--- src/rtl/display_arbiter.sv ---
`default_nettype none
// +--------------------------------------------------------------------------+
// | display_arbiter: round-robin sharing of a 4-digit 7-seg display among     |
// | three message sources with dwell timing and optional digit rotation.      |
// | Revision: 1.0                                                              |
// +--------------------------------------------------------------------------+
module display_arbiter #(
  parameter int          DWELL_CYCLES = 100_000_000,
  parameter int          STEP_CYCLES  = 25_000_000,
  parameter logic [27:0] BLANK        = 28'hFFFFFFF
) (
  input  logic        clk,
  input  logic        rst,
  input  logic [2:0]  req,
  input  logic [27:0] msg0,
  input  logic [27:0] msg1,
  input  logic [27:0] msg2,
  input  logic [2:0]  rotEn,
  output logic [2:0]  grant,
  output logic        ack,
  output logic        busy,
  output logic [27:0] dispOut
);

  localparam int DW = (DWELL_CYCLES > 1) ? $clog2(DWELL_CYCLES) : 1;
  localparam int SW = (STEP_CYCLES > 1) ? $clog2(STEP_CYCLES) : 1;
  localparam logic [DW-1:0] DWELL_LAST = DW'(DWELL_CYCLES - 1);
  localparam logic [SW-1:0] STEP_LAST  = SW'(STEP_CYCLES - 1);

  typedef enum logic [1:0] {
    IDLE = 2'd0,
    SHOW = 2'd1,
    DONE = 2'd2
  } state_t;

  state_t        state_q, state_d;
  logic [2:0]    grant_q, grant_d;
  logic          ack_q, ack_d;
  logic          busy_q, busy_d;
  logic [27:0]   disp_q, disp_d;
  logic [1:0]    last_q, last_d;
  logic          rot_q, rot_d;
  logic [DW-1:0] dwell_q, dwell_d;
  logic [SW-1:0] step_q, step_d;

  logic [1:0]    cand1, cand2, cand3;
  logic [1:0]    win;
  logic [27:0]   win_msg;

  // Search order starts just after the last-served requester.
  always_comb begin
    cand1 = 2'd0;
    cand2 = 2'd1;
    cand3 = 2'd2;
    case (last_q)
      2'd0: begin cand1 = 2'd1; cand2 = 2'd2; cand3 = 2'd0; end
      2'd1: begin cand1 = 2'd2; cand2 = 2'd0; cand3 = 2'd1; end
      default: ;
    endcase
    if (req[cand1])      win = cand1;
    else if (req[cand2]) win = cand2;
    else                 win = cand3;
    case (win)
      2'd0:    win_msg = msg0;
      2'd1:    win_msg = msg1;
      default: win_msg = msg2;
    endcase
  end

  always_comb begin
    state_d = state_q;
    grant_d = grant_q;
    ack_d   = ack_q;
    busy_d  = busy_q;
    disp_d  = disp_q;
    last_d  = last_q;
    rot_d   = rot_q;
    dwell_d = dwell_q;
    step_d  = step_q;
    case (state_q)
      IDLE: begin
        if (|req) begin
          state_d = SHOW;
          grant_d = 3'b001 << win;
          disp_d  = win_msg;
          rot_d   = rotEn[win];
          last_d  = win;
          busy_d  = 1'b1;
          dwell_d = '0;
          step_d  = '0;
        end
      end
      SHOW: begin
        // A withdrawn request beats dwell completion in the same cycle.
        if (~|(req & grant_q)) begin
          state_d = IDLE;
          grant_d = 3'b000;
          disp_d  = BLANK;
          busy_d  = 1'b0;
        end else if (dwell_q == DWELL_LAST) begin
          state_d = DONE;
          ack_d   = 1'b1;
          disp_d  = BLANK;
        end else begin
          dwell_d = dwell_q + DW'(1);
          if (rot_q) begin
            if (step_q == STEP_LAST) begin
              step_d = '0;
              disp_d = {disp_q[20:0], disp_q[27:21]};
            end else begin
              step_d = step_q + SW'(1);
            end
          end
        end
      end
      DONE: begin
        state_d = IDLE;
        ack_d   = 1'b0;
        grant_d = 3'b000;
        busy_d  = 1'b0;
      end
      default: begin
        state_d = IDLE;
        ack_d   = 1'b0;
        grant_d = 3'b000;
        busy_d  = 1'b0;
        disp_d  = BLANK;
      end
    endcase
  end

  always_ff @(posedge clk) begin
    if (rst) begin
      state_q <= IDLE;
      grant_q <= 3'b000;
      ack_q   <= 1'b0;
      busy_q  <= 1'b0;
      disp_q  <= BLANK;
      last_q  <= 2'd2;
      rot_q   <= 1'b0;
      dwell_q <= '0;
      step_q  <= '0;
    end else begin
      state_q <= state_d;
      grant_q <= grant_d;
      ack_q   <= ack_d;
      busy_q  <= busy_d;
      disp_q  <= disp_d;
      last_q  <= last_d;
      rot_q   <= rot_d;
      dwell_q <= dwell_d;
      step_q  <= step_d;
    end
  end

  assign grant   = grant_q;
  assign ack     = ack_q;
  assign busy    = busy_q;
  assign dispOut = disp_q;

endmodule
`default_nettype wire

--- config.mk ---
export PLATFORM = sky130hd
export DESIGN_NAME = display_arbiter
export DESIGN_NICKNAME = d
export VERILOG_FILES = /design/src/rtl/display_arbiter.sv
export SDC_FILE = /design/constraint.sdc
export NUM_CORES = 1
export LEC_CHECK = 0
export CORE_MARGIN = 2
export CORE_UTILIZATION = 46
export CTS_BUF_LIST = sky130_fd_sc_hd__clkbuf_4
export DETAILED_ROUTE_END_ITERATION = 8
export PLACE_DENSITY = 0.79
export SYNTH_ARGS = -nofsm -noshare
export SYNTH_HDL_FRONTEND = slang
export SYNTH_SLANG_ARGS = --single-unit
--- constraint.sdc ---
create_clock -name clk -period 2 [get_ports clk]
set_input_delay 0.3 -clock clk [delete_from_list [all_inputs] [get_ports clk]]
set_output_delay 0.3 -clock clk [all_outputs]
set_load 0.02 [all_outputs]
==> results of run 1 <==
-- layout make-up --
| cell class | instances | area, um2 | area share |
|---|---|---|---|
| multi-input cells | 447 | 3460 | 0.422 |
| repair buffers | 265 | 2560 | 0.312 |
| flip-flops and latches | 90 | 1820 | 0.222 |
| well taps | 136 | 170 | 0.0208 |
| clock buffers | 10 | 75.1 | 0.00915 |
| clock inverters | 6 | 66.3 | 0.00809 |
| inverters | 13 | 48.8 | 0.00595 |
| diodes | 1 | 2.50 | 0.000305 |
-- what timing repair did --
action / 4_1_cts / 5_1_grt
buffers inserted: 12 / 17
endpoints found under the setup margin: 65 / 81
pin swaps: 15 / 79
gates cloned: 4 / 8
hold endpoints to repair: 0 / 0
gates resized for setup: 43 / 96
-- report_power, final --
| group | switching [mW] | total [mW] | internal, mW | leakage, nW |
|---|---|---|---|---|
| registers | 0.0946 | 1.98 | 1.89 | 0.739 |
| clock network | 0.699 | 1.10 | 0.396 | 0.0690 |
| logic | 0.767 | 1.50 | 0.734 | 2.09 |
-- how the worst min path moves through the flow --
| stage | startpoint | endpoint | slack, ns | cells after the start |
|---|---|---|---|---|
| after floorplan | step_q[5] | step_q[5] | 0.45 | 2 |
| after global placement | dispOut[12] | dispOut[12] | 0.49 | 2 |
| after detailed placement | dispOut[14] | dispOut[14] | 0.50 | 2 |
| after CTS | msg1[5] | dispOut[5] | 0.49 | 3 |
| after global routing | msg1[8] | dispOut[8] | 0.49 | 3 |
| final | msg1[17] | dispOut[17] | 0.48 | 3 |
-- synth_stat cells (all sizes together) (3+ instances only) --
cell      n  area share
buf      21       0.024
nand3b    3      0.0046
nand3    27       0.027
inv      13      0.0099
xnor2    26       0.046
a22o      8       0.014
xor2     13       0.023
and2      3      0.0038
a2111oi   9       0.038
nor4b     5      0.0089
a221o    19       0.039
and3      7      0.0089
o311ai   19       0.034
a2bb2oi   9       0.016
and4      7       0.012
a221oi    7       0.012
nand4    14       0.018
clkbuf   21       0.016
nor2     76       0.060
dfxtp    90        0.37
o41ai     3      0.0053
or2       4      0.0051
or4       4      0.0061
or3       3      0.0038
o31ai     6       0.010
a311oi    7       0.012
nor4     11       0.014
nand2    61       0.047
a21oi    42       0.043
o21ai     9       0.011
a211oi    8       0.014
nor3     10       0.010
-- worst min-delay path, stage by stage --
cell             delay [ns]
clkdlybuf4s50_1        0.40
a21oi_1                0.12
o311ai_1               0.12
-- stage by stage --
stage | util | instances
after floorplan | - | 586
after global placement | 0.680 | 911
after detailed placement | 0.680 | 911
after CTS | 0.725 | 942
after global routing | 0.791 | 968
final | 0.791 | 968
-- registers in the layout, indices dropped and copies added, names as in the netlist --
signal / cells
grant: 3
dwell_q: 27
step_q: 25
rot_q: 1
busy: 1
last_q: 2
ack: 1
dispOut: 28
state_q: 2
-- kinds of logic after synthesis --
logic type / count (synthesis) / synth area share
and+or+nand+nor: 242 / 0.241
AOI/OAI and AO/OA: 158 / 0.269
DFF: 90 / 0.365
buffers and inverters: 55 / 0.0500
xor gates and xnor gates: 39 / 0.0693
adders and majority gates: 2 / 0.00507
-- layer usage --
layer  track usage  vias to the layer above  wire [um]  part of all wire
met4         0.161                        0       1530             0.066
met1         0.356                     3020       8010              0.35
met2         0.508                      609      10600              0.46
met5             0                        -          0                 0
met3        0.0527                      171       2870              0.12
li1              -                     2697          -                 -
==> impl_results.md, run 1 <==
* Status: finished with violations
* Failing checks: setup timing
* Clock Skews at 0.0186 ns
* Fillers at 566
* R2r setup slk at -0.27 ns
* Crit path cell chain: a222oi_1 -> buf_4 -> buf_4 -> a211oi_4 -> o21ai_4 -> clkbuf_16 -> a211oi_4 -> o32ai_1 -> a22o_1
* Sum Neg Setup Slack at -6.22 ns
* Fin crit period at 2.27 ns
* CTS Root Cell: clkbuf_4
* Max-slew violation count at 0
* Register bit total from synthesis at 90
* Ratio of cells with drive above 1 in the final layout at 0.304
* DRC at 0
* Initial antenna violation count at 1
* Hold Crit Class: input pin to register
* Syn. warnings at 0
* CP top delay family: compound AO/OA/AOI/OAI gates
* Worst R2R End: step_q[12]
* Final Setup Violations at 61
* RSZ-0062 raised after global routing: true
* Die width at 108 um
* CTS tree: built
* Grt total ovfl at 0
* Beginning of the critical path: grant[0]
* Commonest cells after routing, fill and taps aside: clkdlybuf4s50_1 (124), buf_4 (112), dfxtp_1 (78), nor2_1 (66), nand2_1 (55)
* Worst path slowest cell: dfxtp_2
* Critical Path Max Stage Delay at 0.36 ns
* Post-synth EDFFs at 0
* FF-to-FF path depth at 9
* Final Cell Area at 8200 um2
* WP data required at 2.40 ns
* Pwr Total at 4.58 mW
* Critical path type: register to register
* Global-route wire length before repair at 27,500 um
* Port Buf Inserts at 124
* Crit. path cell count at 9
* Mapped Cells at 586
* Buffer and inverter count on the worst path at 3
* Hold-fix buffers at CTS at 0
* Vias per inst at 6.71
* Period utilisation layout at 1.14
* Commonest non-fill, non-tap cell in the layout: clkdlybuf4s50_1
* Detailed Route WL at 23,000 um
* Core footprint at 10,400 um2
* Hpwl dp at 11,800 um
* Rows at 37
* Starting density of the core at 0.476
* Die Footprint at 11,600 um2
* Number of library cell types mapped by synthesis at 58
* Synthesized net count at 680
* VDD IR-drop max at 0.340 mV
* Critical Path End: step_q[12]
* Fmax at 0.440 GHz
* Pin count of the biggest net entering global routing at 35
* Num CTS Buffers at 9
* Reg-to-reg critical path startpoint: grant[0]
* Sinks on Clock Net at 90
* Startpoint Class: register
* Clock transition at path regs at 0.16 ns
* DRT Pass-1 Iters at 9
* Setup ws final at -0.271 ns
* Pre-CTS setup slack at -0.997 ns
* Final hold violation count at 0
* Iteration-0 DRC Markers at 946
* Dpl cell area at 7050 um2
* CP arrival at 2.67 ns
* Via count at 6,497
* Ports at 125
* RD Place Congestion at 0.848
* Vias in the first global route at 5,647
* Mapped Area at 4930 um2
* Clock buffer depth at 2
* Worst-margin pin slew at 0.833 ns
* Leak Pwr at 2.90 nW
* Pwr dens at 558 nW/um2
* Part of the Yosys area used for sequential elements at 0.365
* Area grow syn2layout at 66.3%
* Fin nets at 920
* Worst-path fanout max at 5
* Synth Flop Type: dfxtp_1
* Crit end category: register
* H-tree Lvls at 3
* Asr flop ratio synth at 0
* Worst-Skew Late Latency at 0.50 ns
* Slew margin rel. at 0.437
* Gr usage total at 0.298
* Die Y at 108 um
* Syn_area_per_cell at 8.42 um2
* Detail Route Antenna Nets at 0
* Max-Cap Viols at 0
* Routed length per instance at 23.8 um
* Hold slack final at 0.483 ns
No activity file was read; power rests on OpenSTA's default activity.
==> run 2: changes to the inputs <==
CORE_MARGIN = not set   (was 2)
==> run 2 against run 1 <==
  * Sequential share of layout area rose by 0.63 points
  * The run still ends with setup timing left
  * Count of clock-buffer cells in the layout decreased by 1
  * Critical endpoint is now step_q[11]
  * Die area decreased by 3.7%
  * Global-route usage is 1.2 points lower
  * Clock power up 17%
  * Total power increased by 2.3%
  * Combinational power decreased by 5%
  * Utilization is 2.0 points lower
  * Register-to-register slack about the same
  * Flip-flop and latch count is the same
  * Worst hold slack better by 0.014 ns
  * First-iteration DRC count decreased by 5.4%
==> impl_results.md, run 2 (synthesized netlist as in run 1, its figures left out) <==
* Status: finished with violations
* Failing checks: setup timing
* Max-slew violation count at 0
* Pwr Total at 4.68 mW
* Final core occ at 0.770
* Grt total ovfl at 0
* Worst-Skew Late Latency at 0.48 ns
* Setup ws final at -0.285 ns
* Global-route wire length before repair at 25,700 um
* Crit end category: register
* Routed length per instance at 20.9 um
* CTS Root Cell: clkbuf_4
* Pin count of the biggest net entering global routing at 35
* Worst path slowest cell: a21oi_1
* Clock Skews at 0.0277 ns
* Clock transition at path regs at 0.16 ns
* Num CTS Buffers at 9
* Die width at 106 um
* Hold-fix buffers at CTS at 0
* Starting density of the core at 0.476
* RSZ-0062 raised after global routing: true
* Logic pwr share at 0.303
* Fillers at 606
* Hold slack final at 0.497 ns
* CP arrival at 2.63 ns
* Int Power at 3.22 mW
* Port Buf Inserts at 124
* Sw Pwr at 1.46 mW
* Core footprint at 10,400 um2
* Share of power burned in registers at 0.422
* Ports at 125
* Max-Cap Viols at 0
* Clock power frac at 0.275
* CTS tree: built
* Pwr dens at 586 nW/um2
* WP data required at 2.34 ns
* Startpoint Class: register
* Critical path type: register to register
* DRT Pass-1 Iters at 9
* Worst-path fanout max at 5
* Area grow syn2layout at 62.0%
* Sinks on Clock Net at 90
* Commonest non-fill, non-tap cell in the layout: clkdlybuf4s50_1
* Leak Pwr at 2.78 nW
* Worst-margin pin slew at 0.929 ns
* Ratio of cells with drive above 1 in the final layout at 0.294
* Multi-input gate area at 3380 um2
* Vias in the first global route at 5,377
* Commonest cells after routing, fill and taps aside: clkdlybuf4s50_1 (124), buf_4 (109), dfxtp_1 (75), nor2_1 (71), nand2_1 (55)
* Dpl cell area at 7090 um2
* Max reg flops at 28
* Gr usage total at 0.286
* Die Y at 106 um
* Pre-CTS setup slack at -0.535 ns
* VDD IR-drop max at 0.312 mV
* Final Setup Violations at 41
* Die Footprint at 11,100 um2
* Critical Path Max Stage Delay at 0.42 ns
* Iteration-0 DRC Markers at 895
* Sequential cell area at 1820 um2
* Crit path cell chain: nor4b_2 -> nand4_1 -> buf_4 -> or2_4 -> a21oi_4 -> buf_4 -> o31ai_1 -> a21oi_1
* H-tree Lvls at 3
* Slew margin rel. at 0.373
* Detailed Route WL at 19,900 um
* Period utilisation layout at 1.14
* Detail Route Antenna Nets at 0
* Initial antenna violation count at 1
* Fin nets at 903
* Dpl cells at 916
* Clock buffer depth at 2
* DRC at 0
* Fin crit period at 2.29 ns
* Net Sw Frac at 0.312
* RD Place Congestion at 0.885
* Final hold violation count at 0
* Hpwl dp at 11,400 um
* Hold Crit Class: input pin to register
* Cell mode on critical path: buf_4
* Fmax at 0.438 GHz
* Vias per inst at 6.39
* Via count at 6,078
* Rows at 37
* Sum Neg Setup Slack at -5.03 ns
* Fin cells at 951
* Final Cell Area at 7990 um2
## run 2: cell types whose count changed in the layout (fill, tap and decap cells not counted), sizes merged
| cell | before | now |
|---|---|---|
| buf | 137 | 127 |
| o31ai | 10 | 6 |
| clkbuf | 14 | 11 |
| bufinv | 1 | 3 |
| clkinv | 1 | 2 |
| clkinvlp | 3 | 2 |
| inv | 14 | 13 |
| or2 | 5 | 4 |
## run 2: layout make-up
| type | count | share of cell area |
|---|---|---|
| flip-flops and latches | 90 | 0.228 |
| inverters | 13 | 0.00611 |
| repair buffers | 253 | 0.299 |
| clock inverters | 7 | 0.0147 |
| clock buffers | 9 | 0.00846 |
| well taps | 136 | 0.0213 |
| multi-input cells | 442 | 0.423 |
| diodes | 1 | 0.000313 |
## run 2: final timing paths
kind                   start    endpoint  slack (ns)  depth (start not counted)
setup / recovery  dwell_q[8]  step_q[11]       -0.29                          8
hold / removal       msg1[5]  dispOut[5]        0.50                          3
setup reg to reg  dwell_q[8]  step_q[11]       -0.29                          8
hold reg to reg   dispOut[6]  dispOut[6]        0.53                          1
## run 2: metal layers
metal,GRT usage,part of all wire,vias up,routed length [um]
met5,0,0,-,0
met1,0.357,0.38,2887,7570
met4,0.106,0.041,0,820
met3,0.0526,0.094,83,1880
met2,0.491,0.48,453,9650
li1,-,-,2655,-
## run 2: power groups by stage
stage	logic (mW)	clock network (mW)	registers, mW
floorplan	0.471	0	2.08
global placement	1.14	0	2.00
detailed placement	1.17	0	2.00
CTS	1.23	1.28	1.96
global route	1.48	1.35	1.98
finish	1.42	1.29	1.97
## run 2: worst max-delay path, delay by kind of cell, from the launching register on
| kind | cells | cell delay, ns |
|---|---|---|
| AO/OA/AOI/OAI | 3 | 0.68 |
| AND/OR/NAND/NOR | 3 | 0.76 |
| buffers and inverters | 2 | 0.36 |
| flip-flops | 1 | 0.36 |
## run 2: timing repair
action                     4_1_cts  5_1_grt
gates resized for setup         47       73
buffers inserted                 4       10
gates cloned                     2        2
setup endpoints to repair       67       72
pin swaps                       13       29
==> run 3: changes to the inputs <==
CORE_MARGIN = 5   (was not set)
==> run 3 against run 2 <==
  * The flow still finishes with violations (setup timing)
  * Via count up 7.4%
  * Clock power down 34%
  * Utilization up 2.8 points
  * Die area up 16%
  * Count of clock-buffer cells in the layout unchanged
  * Setup slack better by 0.044 ns
  * Sequential power about the same
  * First-iteration DRC count up 29%
  * Cell area up 3.7%
  * Combinational power up 15%
  * Highest routed layer unchanged
==> impl_results.md, run 3 (synthesized netlist as in run 1, its figures left out) <==
* Worst-path fanout max at 7
* Worst R2R End: dispOut[14]
* Max reg flops at 28
* Fmax at 0.446 GHz
* Clock buffer depth at 2
* Leak Pwr at 2.89 nW
* Max-Cap Viols at 0
* Clock transition at path regs at 0.14 ns
* Critical path type: register to register
* Hold Crit Start: dispOut[6]
* FF-to-FF path depth at 10
* Global-route wire length before repair at 28,900 um
* Setup ws final at -0.241 ns
* VDD IR-drop max at 0.537 mV
* Int Power at 2.91 mW
* Share of power burned in registers at 0.445
* Commonest cells after routing, fill and taps aside: clkdlybuf4s50_1 (123), buf_4 (120), dfxtp_1 (76), nor2_1 (71), nand2_1 (46)
* Clock power frac at 0.190
* Status: finished with violations
* RD Place Congestion at 0.924
* H-tree Lvls at 3
* CP arrival at 2.54 ns
* Fin nets at 920
* Period utilisation layout at 1.12
* DRT Pass-1 Iters at 6
* Grt total ovfl at 0
* Logic pwr share at 0.365
* Gr usage total at 0.273
* Via count at 6,529
* Crit end category: register
* Pwr dens at 540 nW/um2
* Net Sw Frac at 0.349
* Beginning of the critical path: step_q[14]
* Fin crit period at 2.24 ns
* Failing checks: setup timing
* Starting density of the core at 0.476
* Clock Skews at 0.0377 ns
* WP data required at 2.30 ns
* RSZ-0062 raised after global routing: true
* Sinks on Clock Net at 90
* Worst-margin pin slew at 0.831 ns
* Hpwl dp at 12,600 um
* Detail Route Antenna Nets at 0
* Startpoint Class: register
* Pin count of the biggest net entering global routing at 35
* Die width at 114 um
* Vias in the first global route at 5,805
* Iteration-0 DRC Markers at 1,159
* Num CTS Buffers at 9
* Area grow syn2layout at 67.9%
* Hold Crit Class: register to register
* Critical Path End: dispOut[14]
* Core footprint at 10,400 um2
* Commonest non-fill, non-tap cell in the layout: clkdlybuf4s50_1
* Final hold violation count at 0
* CTS Root Cell: clkbuf_4
* Max-slew violation count at 0
* Port Buf Inserts at 124
* R2r setup slk at -0.24 ns
* Initial antenna violation count at 0
* Rows at 37
* Die Footprint at 12,900 um2
* DRC at 0
* Ratio of cells with drive above 1 in the final layout at 0.324
* Final core occ at 0.799
* Ports at 125
* Pre-CTS setup slack at -0.626 ns
* Routed length per instance at 25.0 um
* Sw Pwr at 1.56 mW
* Detailed Route WL at 24,100 um
* Vias per inst at 6.77
* Ant diodes at 0
* Worst-Skew Late Latency at 0.46 ns
* Die Y at 114 um
* Final Setup Violations at 56
* CTS tree: built
* Reg-to-reg critical path startpoint: step_q[14]
* Slew margin rel. at 0.439
==> run 3: changes by cell type in the layout (fill, tap and decap cells not counted), sizes merged <==
| cell | before | now |
|---|---|---|
| buf | 127 | 143 |
| bufinv | 3 | 0 |
| clkinv | 2 | 5 |
| clkinvlp | 2 | 0 |
| clkdlybuf4s50 | 124 | 123 |
| diode | 1 | 0 |
| dlymetal6s2s | 0 | 1 |
| nand2 | 61 | 62 |
==> run 3: final cells by class <==
class                      instances  area [um2]
clock buffer                       9        67.6
clock inverter                     5        23.8
fill                             558        2090
inverter                          13        48.8
multi-input combinational        443        3580
sequential                        90        1820
tap                              136         170
timing repair buffer             269        2570
==> run 3: metrics by stage <==
step	total power, mW	TNS, ns	instance area [um2]	std cells	hold slack [ns]
2_1_floorplan	2.55	0	4940	586	0.448
3_3_place_gp	3.17	-29.57	7110	916	0.479
3_5_place_dp	3.20	-35.84	7110	916	0.501
4_1_cts	4.09	-1.36	7590	950	0.519
5_1_grt	4.59	-8.72	8280	965	0.552
6_report	4.47	-6.03	8280	965	0.533
==> run 3: critical path, cell delays in order (launching register included) <==
cell and delay, ns:
dfxtp_1 0.37, nor2b_2 0.20, nand4_1 0.21, buf_4 0.21, nor4_4 0.24, buf_4 0.17
o31ai_4 0.09, buf_12 0.19, buf_12 0.15, nand2_1 0.14, o311ai_4 0.13
==> run 3: how the worst min path moves through the flow <==
stage                             end  slack [ns]  cells after the start
after floorplan             step_q[5]        0.45                      2
after global placement    dispOut[14]        0.48                      2
after detailed placement   dispOut[0]        0.50                      2
after CTS                 dispOut[25]        0.52                      3
after global routing       step_q[12]        0.55                      1
final                      dispOut[6]        0.53                      1
==> run 3: metal layers <==
layer  GRT usage  up-vias  part of all wire
li1            -     2687                 -
met1       0.325     3074              0.34
met2       0.478      591              0.47
met3      0.0684      177              0.11
met4      0.0938        0             0.073
met5           0        -                 0
==> run 3: power by group through the flow <==
stage / registers (mW) / logic, mW / clock network, mW
2_1_floorplan: 2.08 / 0.471 / 0
3_3_place_gp: 2.00 / 1.17 / 0
3_5_place_dp: 2.00 / 1.20 / 0
4_1_cts: 1.96 / 1.30 / 0.831
5_1_grt: 2.00 / 1.67 / 0.922
6_report: 1.99 / 1.63 / 0.852
==> run 3: what timing repair did <==
item,in CTS,in global routing
hold buffers,0,0
endpoints found under the setup margin,72,68
gates resized for setup,59,104
gates cloned,3,4
pin swaps,22,34
setup buffers,18,12
